**src/rtl/tlul_host_adapter.sv**
```systemverilog
// Host-side TL-UL bridge: turns a req/gnt register-style port into single-outstanding TL-UL requests.
// Latency: grant in cycle 0, A-channel in cycle 1, response pulse on the same cycle as d_valid (best case cycle 2).
// Backpressure: A fields are held until a_ready; no new grant until the response has been returned.

package tlul_pkg;

  localparam logic [2:0] PutFullData    = 3'h0;
  localparam logic [2:0] PutPartialData = 3'h1;
  localparam logic [2:0] Get            = 3'h4;
  localparam logic [2:0] AccessAck      = 3'h0;
  localparam logic [2:0] AccessAckData  = 3'h1;

  typedef struct packed {
    logic        a_valid;
    logic [2:0]  a_opcode;
    logic [2:0]  a_param;
    logic [1:0]  a_size;
    logic [7:0]  a_source;
    logic [31:0] a_address;
    logic [3:0]  a_mask;
    logic [31:0] a_data;
    logic        d_ready;
  } tlul_h2d_t;

  typedef struct packed {
    logic        d_valid;
    logic [2:0]  d_opcode;
    logic [2:0]  d_param;
    logic [1:0]  d_size;
    logic [7:0]  d_source;
    logic        d_sink;
    logic [31:0] d_data;
    logic        d_error;
    logic        a_ready;
  } tlul_d2h_t;

endpackage

module tlul_host_adapter
  import tlul_pkg::*;
#(
  parameter int unsigned SourceId = 0,
  parameter bit          CheckRsp = 1'b1
) (
  input  logic        clk_i,
  input  logic        rst_ni,
  input  logic        req_i,
  output logic        gnt_o,
  input  logic [31:0] addr_i,
  input  logic        we_i,
  input  logic [31:0] wdata_i,
  input  logic [3:0]  be_i,
  output logic        valid_o,
  output logic [31:0] rdata_o,
  output logic        err_o,
  output tlul_h2d_t   tl_o,
  input  tlul_d2h_t   tl_i
);

  localparam logic [7:0] SrcId = 8'(SourceId);

  typedef enum logic [1:0] {IDLE, REQ, RSP} state_e;

  state_e      state;
  logic        a_valid_q;
  logic        d_ready_q;
  logic        get_q;
  logic [2:0]  opcode_q;
  logic [31:0] addr_q;
  logic [31:0] data_q;
  logic [3:0]  mask_q;
  logic [2:0]  exp_opcode;
  logic        rsp_mismatch;

  // Fields the adapter never looks at; kept in one place so they are visibly ignored.
  logic unused_sig;
  assign unused_sig = ^{addr_i[1:0], tl_i.d_param, tl_i.d_size, tl_i.d_sink};

  // Grant and response are combinational so a held request and a same-cycle response need no extra cycle.
  assign gnt_o   = (state == IDLE) & req_i;
  assign valid_o = (state == RSP) & tl_i.d_valid;

  // Transaction sequencing: capture the request, hold A until accepted, then wait for D.
  always_ff @(posedge clk_i or negedge rst_ni) begin
    if (!rst_ni) begin
      state     <= IDLE;
      a_valid_q <= 1'b0;
      d_ready_q <= 1'b0;
      get_q     <= 1'b0;
      opcode_q  <= 3'h0;
      addr_q    <= 32'h0;
      data_q    <= 32'h0;
      mask_q    <= 4'h0;
    end else begin
      case (state)
        IDLE: begin
          if (req_i) begin
            state     <= REQ;
            a_valid_q <= 1'b1;
            get_q     <= !we_i;
            addr_q    <= {addr_i[31:2], 2'b00};
            data_q    <= we_i ? wdata_i : 32'h0;
            if (!we_i) begin
              opcode_q <= Get;
              // A read with no lanes enabled is widened to a full-word read.
              mask_q   <= (be_i == 4'h0) ? 4'hF : be_i;
            end else begin
              opcode_q <= (be_i == 4'hF) ? PutFullData : PutPartialData;
              mask_q   <= be_i;
            end
          end
        end
        REQ: begin
          if (tl_i.a_ready) begin
            state     <= RSP;
            a_valid_q <= 1'b0;
            d_ready_q <= 1'b1;
          end
        end
        RSP: begin
          if (tl_i.d_valid) begin
            state     <= IDLE;
            d_ready_q <= 1'b0;
          end
        end
        default: begin
          state     <= IDLE;
          a_valid_q <= 1'b0;
          d_ready_q <= 1'b0;
        end
      endcase
    end
  end

  // Response checking against what this request should have produced.
  assign exp_opcode   = get_q ? AccessAckData : AccessAck;
  assign rsp_mismatch = (tl_i.d_source != SrcId) | (tl_i.d_opcode != exp_opcode);
  assign err_o        = valid_o & (tl_i.d_error | (CheckRsp & rsp_mismatch));
  assign rdata_o      = valid_o ? tl_i.d_data : 32'h0;

  // A-channel fields come straight from the capture registers so they stay stable while a_valid is high.
  always_comb begin
    tl_o           = '0;
    tl_o.a_valid   = a_valid_q;
    tl_o.a_opcode  = opcode_q;
    tl_o.a_param   = 3'h0;
    tl_o.a_size    = 2'd2;
    tl_o.a_source  = SrcId;
    tl_o.a_address = addr_q;
    tl_o.a_mask    = mask_q;
    tl_o.a_data    = data_q;
    tl_o.d_ready   = d_ready_q;
  end

endmodule

```
**config.mk**
```make
export PLATFORM = sky130hd
export DESIGN_NAME = tlul_host_adapter
export DESIGN_NICKNAME = d
export VERILOG_FILES = /design/src/rtl/tlul_host_adapter.sv
export SDC_FILE = /design/constraint.sdc
export NUM_CORES = 1
export LEC_CHECK = 0
export CAP_MARGIN = 15
export CELL_PAD_IN_SITES_DETAIL_PLACEMENT = 1
export CELL_PAD_IN_SITES_GLOBAL_PLACEMENT = 1
export CORE_MARGIN = 2
export CORE_UTILIZATION = 25
export CTS_CLUSTER_SIZE = 16
export DETAILED_ROUTE_END_ITERATION = 12
export PLACE_DENSITY_LB_ADDON = 0.1
export SYNTH_ARGS = -nofsm -noshare
export SYNTH_HDL_FRONTEND = slang
export SYNTH_SLANG_ARGS = --single-unit
```
**constraint.sdc**
```tcl
create_clock -name clk_i -period 3.3 [get_ports clk_i]
set_input_delay 0.495 -clock clk_i [delete_from_list [all_inputs] [get_ports clk_i]]
set_output_delay 0.495 -clock clk_i [all_outputs]
set_load 0.05 [all_outputs]
```
==> flow_summary_export.csv, run 1 <==
group,metric,value,unit
run,drv_cap,0,
global_route,grt_max_degree,73,
sta,maxSlewHeadroom,0.365,
drt,post-route-drc-count,0,
setup_path,critPathLaunchType,"input port",
cells_and_area,drive_gt1_frac,0.0983,
sta,setup_tns,0,ns
cells_and_area,final_nets,709,
synthesis,synthArstFlopShare,1.00,
drt,wl_per_cell,15.3,um
drt,drt_pre_antenna_iters,4,
sta,rsz0062_at_grt,"false",
cts,cts_hold_buf,0,
drt,wirelength,11600,um
synthesis,synthFlopType,"dfrtp_1",
setup_path,r2r-start,"state[1]",
synthesis,synthMuxAreaShare,0,
floorplan,die_area,13900,um2
synthesis,yosysWarnings,0,
setup_path,arrival,2.00,ns
cells_and_area,final_cell_mix,"184 x clkdlybuf4s50_1, 161 x nand2_1, 72 x dfrtp_1, 37 x buf_4, 33 x nand3_1",
drt,num_vias,3242,
floorplan,row_count,41,
cts,cts_tree,"done",
cells_and_area,fillerInstances,1521,
sta,maxClockFrequency,401,MHz
drt,wl_met2,5860,um
cts,clk_pin_slew,0.06,ns
setup_path,required,2.80,ns
synthesis,synth-simple-area-share,0.331,
cts,clock-root-buffer,"clkbuf_16",
setup_path,rr_endpoint,"data_q[10]",
sta,fin_crit,2.50,ns
setup_path,r2r_slack,1.53,ns
synthesis,synth-adder-area-share,0,
power,power_density,1080,nW/um2
setup_path,crit_path_start,"tl_i[51]",
cts,clock_path_buffers,2,
setup_path,endpoint,"rdata_o[16]",
global_route,grt_pass1_vias,3418,
sta,setup-violations-final,0,
sta,finalCritPeriodShare,0.756,
placed_design,dpl.hpwl,8740,um
cells_and_area,area_growth,76.9,%
cells_and_area,final_common_cell,"clkdlybuf4s50_1",
power,power.leakage,2.75,nW
cts,ctsResizeCount,0,
cts,clock-sinks,72,
setup_path,crit_fanout,24,
drt,routed-wl-met3,1090,um
run_status,status,"finished clean",
placed_design,port_buffers,220,
synthesis,seq_area_frac_synth,0.556,
global_route,overflow,0,
sta,hold_violations,0,
cts,cts_made_buffers,9,
synthesis,synth.distinct_cells,24,
cts,post_cts_buffers,0,
drt,first_iter_violations,78,
global_route,grt_pass1_wl,18900,um
sta,maxSlewViolCount,0,
synthesis,synth_top_family_by_area,"simple AND/OR/NAND/NOR gates",
synthesis,synth_area_per_cell,8.59,um2
synthesis,synth_xor_area_frac,0.00270,
cells_and_area,antenna_cells,0,
setup_path,rr_worst_depth,5,
floorplan,fp.dieW,118,um
power,ir_drop,0.422,mV
synthesis,synth.ff_latch_count,72,
floorplan,core,12600,um2
sta,fin_skew,0.00990,ns
cells_and_area,fin_util,0.454,
drt,routedLengthMet1,4530,um
synthesis,syn_area,3240,um2
floorplan,die_y,118,um
global_route,grt_util_all_layers,0.172,
setup_path,criticalPathCategory,"in2out",
synthesis,synth_edf_count,0,
synthesis,syn-instance-count,377,
cts,cts_htree_levels,3,
drt,avgViaCountPerCell,4.25,
worst_hold_path,hp-class,"in2async",
drt,ant_nets,0,
sta,worstMarginPinSlew,0.952,ns
setup_path,cp-end-kind,"primary output",
drt,top_layer,"met4",
placed_design,gp_routability_congestion,0.817,
floorplan,ios,245,
cts,clk_latency,0.33,ns
global_route,antenna_found_initial,0,
floorplan,start_util,0.257,
synthesis,synth-compound-area-share,0.0201,
layout make-up:
| type | instances | area, um2 | share of cell area |
|---|---|---|---|
| multi-input combinational | 275 | 1210 | 0.211 |
| inverter | 3 | 12.5 | 0.00218 |
| clock inverter | 6 | 75.1 | 0.0131 |
| tap | 172 | 215 | 0.0376 |
| clock buffer | 10 | 239 | 0.0417 |
| timing repair buffer | 224 | 2180 | 0.380 |
| sequential | 72 | 1800 | 0.314 |
how the worst min path moves through the flow:
stage,start,to,depth (start not counted)
6_report,rst_ni,data_q[13],1
5_1_grt,rst_ni,addr_q[7],1
4_1_cts,rst_ni,addr_q[7],1
3_5_place_dp,data_q[2],data_q[2],2
3_3_place_gp,data_q[15],data_q[15],2
2_1_floorplan,rst_ni,a_valid_q,0
metal layers:
metal	global-route usage	vias to the layer above
met5	0	-
li1	-	1554
met4	0.0452	0
met3	0.0698	9
met2	0.305	141
met1	0.190	1538
state kept, by name, indices dropped and copies added (netlist names):
register	cells
data_q	32
addr_q	30
opcode_q	2
mask_q	4
d_ready_q	1
a_valid_q	1
state	2
cells in the mapped netlist, drive strengths merged, types with 2 or more instances:
cell / instances / area, um2
inv: 2 / 7.51
conb: 2 / 7.51
a21oi: 7 / 35.0
o21ai: 2 / 10.0
and2: 32 / 200
dfrtp: 72 / 1800
nand2b: 3 / 18.8
buf: 29 / 225
clkbuf: 12 / 45.0
nand2: 161 / 604
nor2: 10 / 37.5
nand3: 33 / 165
nor4: 3 / 18.8
report_power, final:
group / switching (mW) / leakage (nW) / internal [mW]
clock: 0.399 / 0.151 / 0.617
sequential: 0.232 / 0.903 / 1.31
combinational: 2.49 / 1.69 / 1.13
worst max-delay path: stages:
cell and delay (ns):
clkdlybuf4s50_1 0.51, and3b_1 0.35, buf_4 0.28, and2_1 0.17, buf_4 0.20
metrics by stage:
stage,cell area [um2],hold WS (ns),setup slack (ns),power (mW),instances
after floorplan,3290,0.199,0.580,3.93,391
after global placement,5420,0.449,0.825,5.17,746
after detailed placement,5420,0.456,0.768,5.23,746
after CTS,5730,0.351,0.767,6.28,762
after global routing,5730,0.388,0.667,6.53,762
final,5730,0.305,0.805,6.18,762
logic make-up after synthesis:
| family | Yosys count |
|---|---|
| AO/OA/AOI/OAI | 12 |
| XOR/XNOR | 1 |
| buffers and inverters | 44 |
| flip-flops | 72 |
| other | 2 |
| AND/OR/NAND/NOR | 246 |
Note: power is estimated with default switching activity, not from simulation.
==> inputs of run 2 (changes only) <==
--- a/config.mk
+++ b/config.mk
@@ -9,7 +9,7 @@
 export CELL_PAD_IN_SITES_DETAIL_PLACEMENT = 1
 export CELL_PAD_IN_SITES_GLOBAL_PLACEMENT = 1
 export CORE_MARGIN = 2
-export CORE_UTILIZATION = 25
+export CORE_UTILIZATION = 21
 export CTS_CLUSTER_SIZE = 16
 export DETAILED_ROUTE_END_ITERATION = 12
 export PLACE_DENSITY_LB_ADDON = 0.1
==> constraint.sdc (replaced) <==
create_clock -name clk_i -period 2 [get_ports clk_i]
set_input_delay 0.3 -clock clk_i [delete_from_list [all_inputs] [get_ports clk_i]]
set_output_delay 0.3 -clock clk_i [all_outputs]
set_load 0.05 [all_outputs]
==> run 2 against run 1 <==
  * Non-clock buffer count is 7 higher
  * Sequential share of layout area is 2.7 points lower
  * Combinational power is 73% higher
  * Largest cell class unchanged
==> flow_summary_export.csv, run 2 (synthesis gave the netlist of run 1 again) <==
group,metric,value,unit
run_status,status,"finished clean",
floorplan,fp.dieW,128,um
sta,finalCritPeriodShare,0.951,
power,power.leakage,2.89,nW
global_route,grt_util_all_layers,0.145,
drt,post-route-drc-count,0,
cells_and_area,fin_util,0.414,
global_route,grt_pass1_vias,3341,
cts,cts_made_buffers,9,
placed_design,port_buffers,220,
setup_path,crit_path_cell_trace,"and3b_2 -> buf_12 -> inv_1 -> a31oi_4 -> buf_12",
global_route,antenna_found_initial,0,
power,power_density,1680,nW/um2
setup_path,cp_slowest_cell,"dfrtp_2",
run,drv_cap,0,
setup_path,criticalPathCategory,"reg2out",
setup_path,cpMostUsedCell,"buf_12",
setup_path,required,1.70,ns
drt,first_iter_violations,95,
cts,post_cts_buffers,0,
setup_path,critPathMaxStageDelay,0.45,ns
cells_and_area,fin_cells,785,
cells_and_area,final_nets,716,
setup_path,critPathLaunchType,"register",
drt,avgViaCountPerCell,4.11,
cts,clk_latency,0.34,ns
cts,clock_path_buffers,2,
sta,timing.final.ws_setup,0.0986,ns
cells_and_area,drive_gt1_frac,0.116,
global_route,grt_pass1_wl,18400,um
drt,drt_pre_antenna_iters,4,
drt,num_vias,3225,
sta,fin_crit,1.90,ns
power,ir_drop,0.614,mV
global_route,overflow,0,
floorplan,die_y,128,um
cts,clock-root-buffer,"clkbuf_16",
sta,setup-violations-final,0,
drt,wirelength,11900,um
setup_path,crit_fanout,12,
setup_path,arrival,1.60,ns
cells_and_area,fin_area,6280,um2
floorplan,ios,245,
floorplan,die_area,16400,um2
global_route,grt_max_degree,55,
sta,hold_violations,0,
cts,cts_tree,"done",
sta,worstMarginPinSlew,0.560,ns
floorplan,core,15100,um2
placed_design,dpl.hpwl,9170,um
cells_and_area,top_register,"data_q",
placed_design,gp_routability_congestion,0.733,
setup_path,rr_worst_depth,5,
sta,setup_tns,0,ns
setup_path,cp-end-kind,"primary output",
setup_path,worst-path-buf-inv,3,
power,total_power,10.6,mW
cells_and_area,final_cell_mix,"182 x clkdlybuf4s50_1, 161 x nand2_1, 71 x dfrtp_1, 39 x buf_12, 33 x nand3_1",
cts,cts_htree_levels,3,
sta,worst_hold_slack,0.389,ns
sta,fin_skew,0.00953,ns
placed_design,postPlaceCellArea,5930,um2
cells_and_area,top_regs,"data_q x32, addr_q x30, mask_q x4",
cts,clock-sinks,72,
cts,clk_pin_slew,0.06,ns
setup_path,crit_family,"flip-flops",
sta,rsz0062_at_grt,"false",
worst_hold_path,hp-class,"in2async",
placed_design,dp.cells,768,
cells_and_area,area_growth,93.8,%
drt,wl_per_cell,15.1,um
setup_path,path_depth,5,
cells_and_area,antenna_cells,0,
floorplan,start_util,0.214,
sta,maxSlewViolCount,0,
placed_design,post-place-ws,0.0635,ns
floorplan,row_count,45,
sta,maxSlewHeadroom,0.623,
cells_and_area,final_common_cell,"clkdlybuf4s50_1",
sta,maxClockFrequency,526,MHz
drt,ant_nets,0,
cells_and_area,largest_reg_flops,32,
[run 2: per-layer routing]
metal  vias to the layer above  track usage  share of wire
met5                         -            0              0
met4                         0       0.0504          0.016
met3                        10       0.0447          0.071
met2                       128        0.256           0.52
met1                      1520        0.166           0.40
li1                       1567            -              -
[run 2: final timing paths]
| check | from | endpoint | slack (ns) |
|---|---|---|---|
| setup / recovery | state[0] | err_o | 0.1 |
| hold / removal | rst_ni | addr_q[3] | 0.39 |
| setup reg to reg | state[1] | data_q[17] | 0.40 |
| hold reg to reg | data_q[30] | data_q[30] | 0.47 |
| max in group asynchronous | rst_ni | state[0] | 1.01 |
| min in group clk_i | data_q[30] | data_q[30] | 0.47 |
[run 2: timing repair]
| item | in CTS | in global routing |
|---|---|---|
| pin swaps | 0 | 0 |
| hold endpoints to repair | 18 | 0 |
| gates resized for setup | 2 | 2 |
| hold buffers | 1 | 0 |
| setup endpoints to repair | 8 | 9 |
[run 2: area by class of cell]
class	count	area, um2
fillers	1729	8870
repair buffers	231	2680
flip-flops and latches	72	1800
multi-input cells	275	1220
well taps	188	235
clock buffers	9	225
clock inverters	7	93.8
inverters	3	12.5
[run 2: report_power, final]
part / internal, mW / switching [mW] / total (mW)
Combinational: 2.11 / 4.15 / 6.26
Sequential: 2.17 / 0.405 / 2.58
Clock: 1.09 / 0.644 / 1.74
Total: 5.37 / 5.20 / 10.6
==> inputs of run 3 (changes only) <==
--- a/config.mk
+++ b/config.mk
@@ -5,6 +5,7 @@
 export SDC_FILE = /design/constraint.sdc
 export NUM_CORES = 1
 export LEC_CHECK = 0
+export ABC_AREA = 0
 export CAP_MARGIN = 15
 export CELL_PAD_IN_SITES_DETAIL_PLACEMENT = 1
 export CELL_PAD_IN_SITES_GLOBAL_PLACEMENT = 1
@@ -13,6 +14,7 @@
 export CTS_CLUSTER_SIZE = 16
 export DETAILED_ROUTE_END_ITERATION = 12
 export PLACE_DENSITY_LB_ADDON = 0.1
+export SLEW_MARGIN = 10
 export SYNTH_ARGS = -nofsm -noshare
 export SYNTH_HDL_FRONTEND = slang
 export SYNTH_SLANG_ARGS = --single-unit
==> results of run 3 <==
No change in the layout: final DEF, timing and power equal those of run 2.
